==> src/rtl/bus_access_arbiter.sv <==
// Round-robin arbiter that shares one external memory port among the ITLB, ICache, DTLB and DCache.
// One access at a time: the winner is latched in Idle, held in Access until mem_done, and acknowledged in Done.
module bus_access_arbiter #(
    parameter int N_REQ      = 4,
    parameter int ADDR_WIDTH = 34,
    parameter int DATA_WIDTH = 128
) (
    input  logic                                 clk,
    input  logic                                 rst,
    input  logic [N_REQ-1:0][ADDR_WIDTH-1:0]     req_addr,
    input  logic [N_REQ-1:0]                     req_read,
    input  logic [N_REQ-1:0]                     req_write,
    input  logic [N_REQ-1:0][DATA_WIDTH-1:0]     req_wdata,
    output logic [N_REQ-1:0]                     read_done,
    output logic [N_REQ-1:0]                     write_done,
    output logic [DATA_WIDTH-1:0]                read_value,
    output logic [ADDR_WIDTH-1:0]                mem_addr,
    output logic                                 mem_enable,
    output logic                                 mem_is_write,
    output logic [DATA_WIDTH-1:0]                mem_wdata,
    input  logic                                 mem_done,
    input  logic [DATA_WIDTH-1:0]                mem_rdata,
    output logic [1:0]                           dbg_state
);

    localparam int IDX_W = (N_REQ > 1) ? $clog2(N_REQ) : 1;

    // Handshake: req_read/req_write are levels held until the matching one-cycle
    // done pulse; mem_enable is held with stable address/data until mem_done.
    typedef enum logic [1:0] {
        ST_IDLE   = 2'd0,
        ST_ACCESS = 2'd1,
        ST_DONE   = 2'd2
    } state_e;

    state_e                  state_q, state_d;
    logic [IDX_W-1:0]        owner_q, owner_d;
    logic [IDX_W-1:0]        last_owner_q, last_owner_d;
    logic [ADDR_WIDTH-1:0]   addr_q, addr_d;
    logic [DATA_WIDTH-1:0]   wdata_q, wdata_d;
    logic                    is_write_q, is_write_d;
    logic                    mem_enable_q, mem_enable_d;
    logic [DATA_WIDTH-1:0]   rvalue_q, rvalue_d;
    logic [N_REQ-1:0]        read_done_q, read_done_d;
    logic [N_REQ-1:0]        write_done_q, write_done_d;

    logic [N_REQ-1:0]        active;
    logic                    grant_found;
    logic [IDX_W-1:0]        grant_idx;
    logic [IDX_W-1:0]        cand_idx;
    int                      cand;

    // Search begins one past the previous owner and wraps, so every active
    // requester is reached within N_REQ arbitrations.
    always_comb begin
        active      = req_read | req_write;
        grant_found = 1'b0;
        grant_idx   = '0;
        cand        = 0;
        cand_idx    = '0;
        for (int k = 1; k <= N_REQ; k++) begin
            cand     = (int'(last_owner_q) + k) % N_REQ;
            cand_idx = IDX_W'(cand);
            if (!grant_found && active[cand_idx]) begin
                grant_found = 1'b1;
                grant_idx   = cand_idx;
            end
        end
    end

    always_comb begin
        state_d      = state_q;
        owner_d      = owner_q;
        last_owner_d = last_owner_q;
        addr_d       = addr_q;
        wdata_d      = wdata_q;
        is_write_d   = is_write_q;
        mem_enable_d = mem_enable_q;
        rvalue_d     = rvalue_q;
        read_done_d  = '0;
        write_done_d = '0;

        case (state_q)
            ST_IDLE: begin
                if (grant_found) begin
                    state_d      = ST_ACCESS;
                    owner_d      = grant_idx;
                    last_owner_d = grant_idx;
                    addr_d       = req_addr[grant_idx];
                    wdata_d      = req_wdata[grant_idx];
                    // A pending write goes first so a dirty-line write-back precedes its refill.
                    is_write_d   = req_write[grant_idx];
                    mem_enable_d = 1'b1;
                end
            end
            ST_ACCESS: begin
                if (mem_done) begin
                    state_d      = ST_DONE;
                    rvalue_d     = mem_rdata;
                    mem_enable_d = 1'b0;
                    if (is_write_q) begin
                        write_done_d[owner_q] = 1'b1;
                    end else begin
                        read_done_d[owner_q] = 1'b1;
                    end
                end
            end
            ST_DONE: begin
                state_d = ST_IDLE;
            end
            default: begin
                state_d      = ST_IDLE;
                mem_enable_d = 1'b0;
            end
        endcase
    end

    always_ff @(posedge clk) begin
        if (rst) begin
            state_q      <= ST_IDLE;
            owner_q      <= '0;
            last_owner_q <= IDX_W'(N_REQ - 1);
            addr_q       <= '0;
            wdata_q      <= '0;
            is_write_q   <= 1'b0;
            mem_enable_q <= 1'b0;
            rvalue_q     <= '0;
            read_done_q  <= '0;
            write_done_q <= '0;
        end else begin
            state_q      <= state_d;
            owner_q      <= owner_d;
            last_owner_q <= last_owner_d;
            addr_q       <= addr_d;
            wdata_q      <= wdata_d;
            is_write_q   <= is_write_d;
            mem_enable_q <= mem_enable_d;
            rvalue_q     <= rvalue_d;
            read_done_q  <= read_done_d;
            write_done_q <= write_done_d;
        end
    end

    assign read_done    = read_done_q;
    assign write_done   = write_done_q;
    assign read_value   = rvalue_q;
    assign mem_addr     = addr_q;
    assign mem_enable   = mem_enable_q;
    assign mem_is_write = is_write_q;
    assign mem_wdata    = wdata_q;
    assign dbg_state    = state_q;

endmodule

==> config.mk <==
export PLATFORM = sky130hd
export DESIGN_NAME = bus_access_arbiter
export DESIGN_NICKNAME = d
export VERILOG_FILES = /design/src/rtl/bus_access_arbiter.sv
export SDC_FILE = /design/constraint.sdc
export NUM_CORES = 1
export LEC_CHECK = 0
export ABC_AREA = 0
export BUFFER_PORTS_ARGS = -buffer_cell sky130_fd_sc_hd__buf_2
export CAP_MARGIN = 15
export CORE_AREA = 3 3 426 428
export DETAILED_ROUTE_END_ITERATION = 10
export DIE_AREA = 0 0 429 431
export SYNTH_ARGS = -nofsm -noshare
export SYNTH_HDL_FRONTEND = slang
export SYNTH_SLANG_ARGS = --single-unit
==> constraint.sdc <==
create_clock -name clk -period 2.9 [get_ports clk]
set_clock_uncertainty 0.1 [all_clocks]
set_input_delay 0.58 -clock clk [delete_from_list [all_inputs] [get_ports clk]]
set_output_delay 0.58 -clock clk [all_outputs]
set_load 0.03 [all_outputs]
==> flow_metrics.env <==
export IMPL_synth_top_area_share_pct=40.5
export IMPL_firstDrtPassIters=5
export IMPL_dp_hpwl_um=94900
export IMPL_areaGrowthSynthToFinish_pct=69.1
export IMPL_final_core_util_pct=14.4
export IMPL_netlist_top_cells_count="427 x nand2_1, 325 x mux2i_1, 306 x dfxtp_1, 131 x a21oi_1, 129 x o221ai_2"
export IMPL_hold_viol_final=0
export IMPL_cts_setup_buffers=0
export IMPL_dieArea_um2=185000
export IMPL_maxSlewViolCount=0
export IMPL_instances_no_fill=5109
export IMPL_yosys_cell_types_count=37
export IMPL_timing_final_crit_share_pct=91.2
export IMPL_h_tree_depth=2
export IMPL_post_place_cells=4930
export IMPL_synth_ff_type="dfxtp_1"
export IMPL_yosysTopAreaCell="dfxtp_1"
export IMPL_cp_num_buf_inv=2
export IMPL_synth_seq_area_share_pct=40.5
export IMPL_coreArea_um2=178000
export IMPL_slowest_delay_ps=580
export IMPL_route_detailed_drc=0
export IMPL_final_layout_size_suffix_gt1_share_pct=51.2
export IMPL_drt_iter0_drc=1038
export IMPL_synthTopCellsByArea="dfxtp_1 40%, mux2i_1 21%, o221ai_2 13%"
export IMPL_cpMostUsedCell="buf_12"
export IMPL_start_util_pct=8.49
export IMPL_max_slew_margin_pct=53.5
export IMPL_cts_buffers_inserted=43
export IMPL_fin_crit_ps=2640
export IMPL_synth_most_common_cell="nand2_1"
export IMPL_outcome="finished clean"
export IMPL_hold_path_class="primary input to flip-flop"
export IMPL_rsz0062_at_grt="no"
export IMPL_ant_nets=0
export IMPL_grt_pass1_wl_um=146000
export IMPL_critPathKind="flip-flop to flip-flop"
export IMPL_antenna_found_initial=114
export IMPL_maxCapViolCount=0
export IMPL_worst_setup_path_end_kind="flip-flop"
export IMPL_yosys_warnings=0
export IMPL_power_total_w=0.0166
export IMPL_fmax_ghz=0.378
export IMPL_synthArstFlopShare_pct=0
export IMPL_first_global_vias=16800
export IMPL_setup_tns_ps=0
export IMPL_clockBufferDepth=3
export IMPL_clock_sinks=306
export IMPL_vias_per_cell=3.40
export IMPL_die_y_um=431
export IMPL_overflow=0
export IMPL_ir_drop_mv=0.346
export IMPL_gp_congestion=0.965
export IMPL_die_w_um=429
export IMPL_dp_slack_ps=-369
export IMPL_root_buffer="clkbuf_16"
export IMPL_num_rows=155
export IMPL_setup_ws_ps=256
export IMPL_vias=17400
export IMPL_cp_arrival_ps=3040
export IMPL_grt_use_total_pct=11.5
export IMPL_crit_fanout=49
export IMPL_clk_pin_slew_ps=70
export IMPL_critPathRequiredTime_ps=3290
export IMPL_cts_tree="built"
export IMPL_power_leakage_nw=11.8
export IMPL_setup_viol=0
export IMPL_wl_per_cell_um=22.0
export IMPL_crit_path_cell_trace="o21ba_1 > a211o_1 > a32oi_4 > buf_12 > buf_12 > mux2i_1 > o221ai_2"
export IMPL_grt_max_degree=115
export IMPL_final_nets=3450
export IMPL_worstSetupStartpointType="flip-flop"
export IMPL_syn_area_um2=15100
export IMPL_clock_latency_ps=630
export IMPL_synth_edf_count=0
export IMPL_syn_mean_instance_area_um2=9.89
export IMPL_slowest_stage="mux2i_1"
export IMPL_port_buffers=1088
export IMPL_drt_wl_total_um=113000
export IMPL_synth_nets=2318
export IMPL_ys_ff_latch=306
export IMPL_cts_resized=0
export IMPL_postSynthCellCount=1531
export IMPL_io_pins=1089
export IMPL_powerDensity_nw_per_um2=648
export IMPL_crit_family="compound AO/OA/AOI/OAI gates"
export IMPL_worst_pin_slew_ps=698
[flip-flops by register name, summed over array words and instances, names as in the netlist]
register      count
mem_wdata       128
owner_q           2
mem_is_write      1
write_done        4
read_done         4
last_owner_q      2
dbg_state         2
read_value      128
mem_enable        1
mem_addr         34
[power by group]
| part | internal, W | total (W) | switching (W) |
|---|---|---|---|
| logic | 0.00223 | 0.00589 | 0.00366 |
| clock network | 0.00323 | 0.00559 | 0.00236 |
| registers | 0.00476 | 0.00510 | 0.000346 |
| total | 0.0102 | 0.0166 | 0.00637 |
[kinds of logic after synthesis]
logic type	synth area share, %
simple gates	12.0
mux	21.5
compound gates	19.8
flops	40.5
buf+inv	6.32
[per-layer routing]
| metal | GRT usage, % | vias to the layer above | share of wire (%) |
|---|---|---|---|
| met5 | 0 | - | 0.12 |
| met4 | 5.13 | 22 | 5.0 |
| met3 | 3.41 | 256 | 8.5 |
| met2 | 19.3 | 956 | 48 |
| met1 | 13.5 | 8255 | 38 |
| li1 | - | 7869 | - |
[cell usage in the layout (no fill, tap or decap), drive strengths merged, types with 3 or more instances in the layout]
cell	Yosys	final
dfxtp	306	306
a21oi	131	131
nor2	17	17
diode	0	60
dlygate4sd3	0	43
nand2b	3	3
clkbuf	76	63
clkinv	0	4
nand2	427	427
inv	1	6
nor3	7	7
o221ai	162	162
buf	54	1174
mux2i	325	325
[worst reg2reg max path: cells and delay by family (launching register included)]
| family | cells | cell delay [ps] |
|---|---|---|
| AO/OA/AOI/OAI | 4 | 950 |
| multiplexers | 1 | 730 |
| buffers and inverters | 2 | 410 |
| flip-flops | 1 | 350 |
[timing repair]
| item | 4_1_cts | 5_1_grt |
|---|---|---|
| hold endpoints to repair | 43 | 0 |
| setup endpoints to repair | 0 | 0 |
| hold buffers | 43 | 0 |
[stage by stage]
stage / instance area [um2] / hold WS (ps)
floorplan: 15100 / 376
global placement: 23600 / 339
detailed placement: 23600 / 344
CTS: 25400 / 0.0429
global route: 25500 / 31.7
finish: 25600 / 93.5
[path summary, 6_finish.rpt]
kind / start / to / slack, ps / depth (start not counted)
max: last_owner_q[0] / mem_wdata[8] / 260 / 7
min: mem_rdata[90] / read_value[90] / 90 / 3
max reg2reg: last_owner_q[0] / mem_wdata[8] / 260 / 7
min reg2reg: read_value[44] / read_value[44] / 350 / 2
[final cells by class]
type,count,area (um2)
Timing Repair Buffer,1217,6820
Fill cell,20200,153000
Tap cell,2355,2950
Clock inverter,13,193
Sequential cell,306,6130
Multi-Input combinational cell,1094,8090
Inverter,1,3.75
Clock buffer,63,1260
Antenna cell,60,150
(Power assumes the default switching activity.)
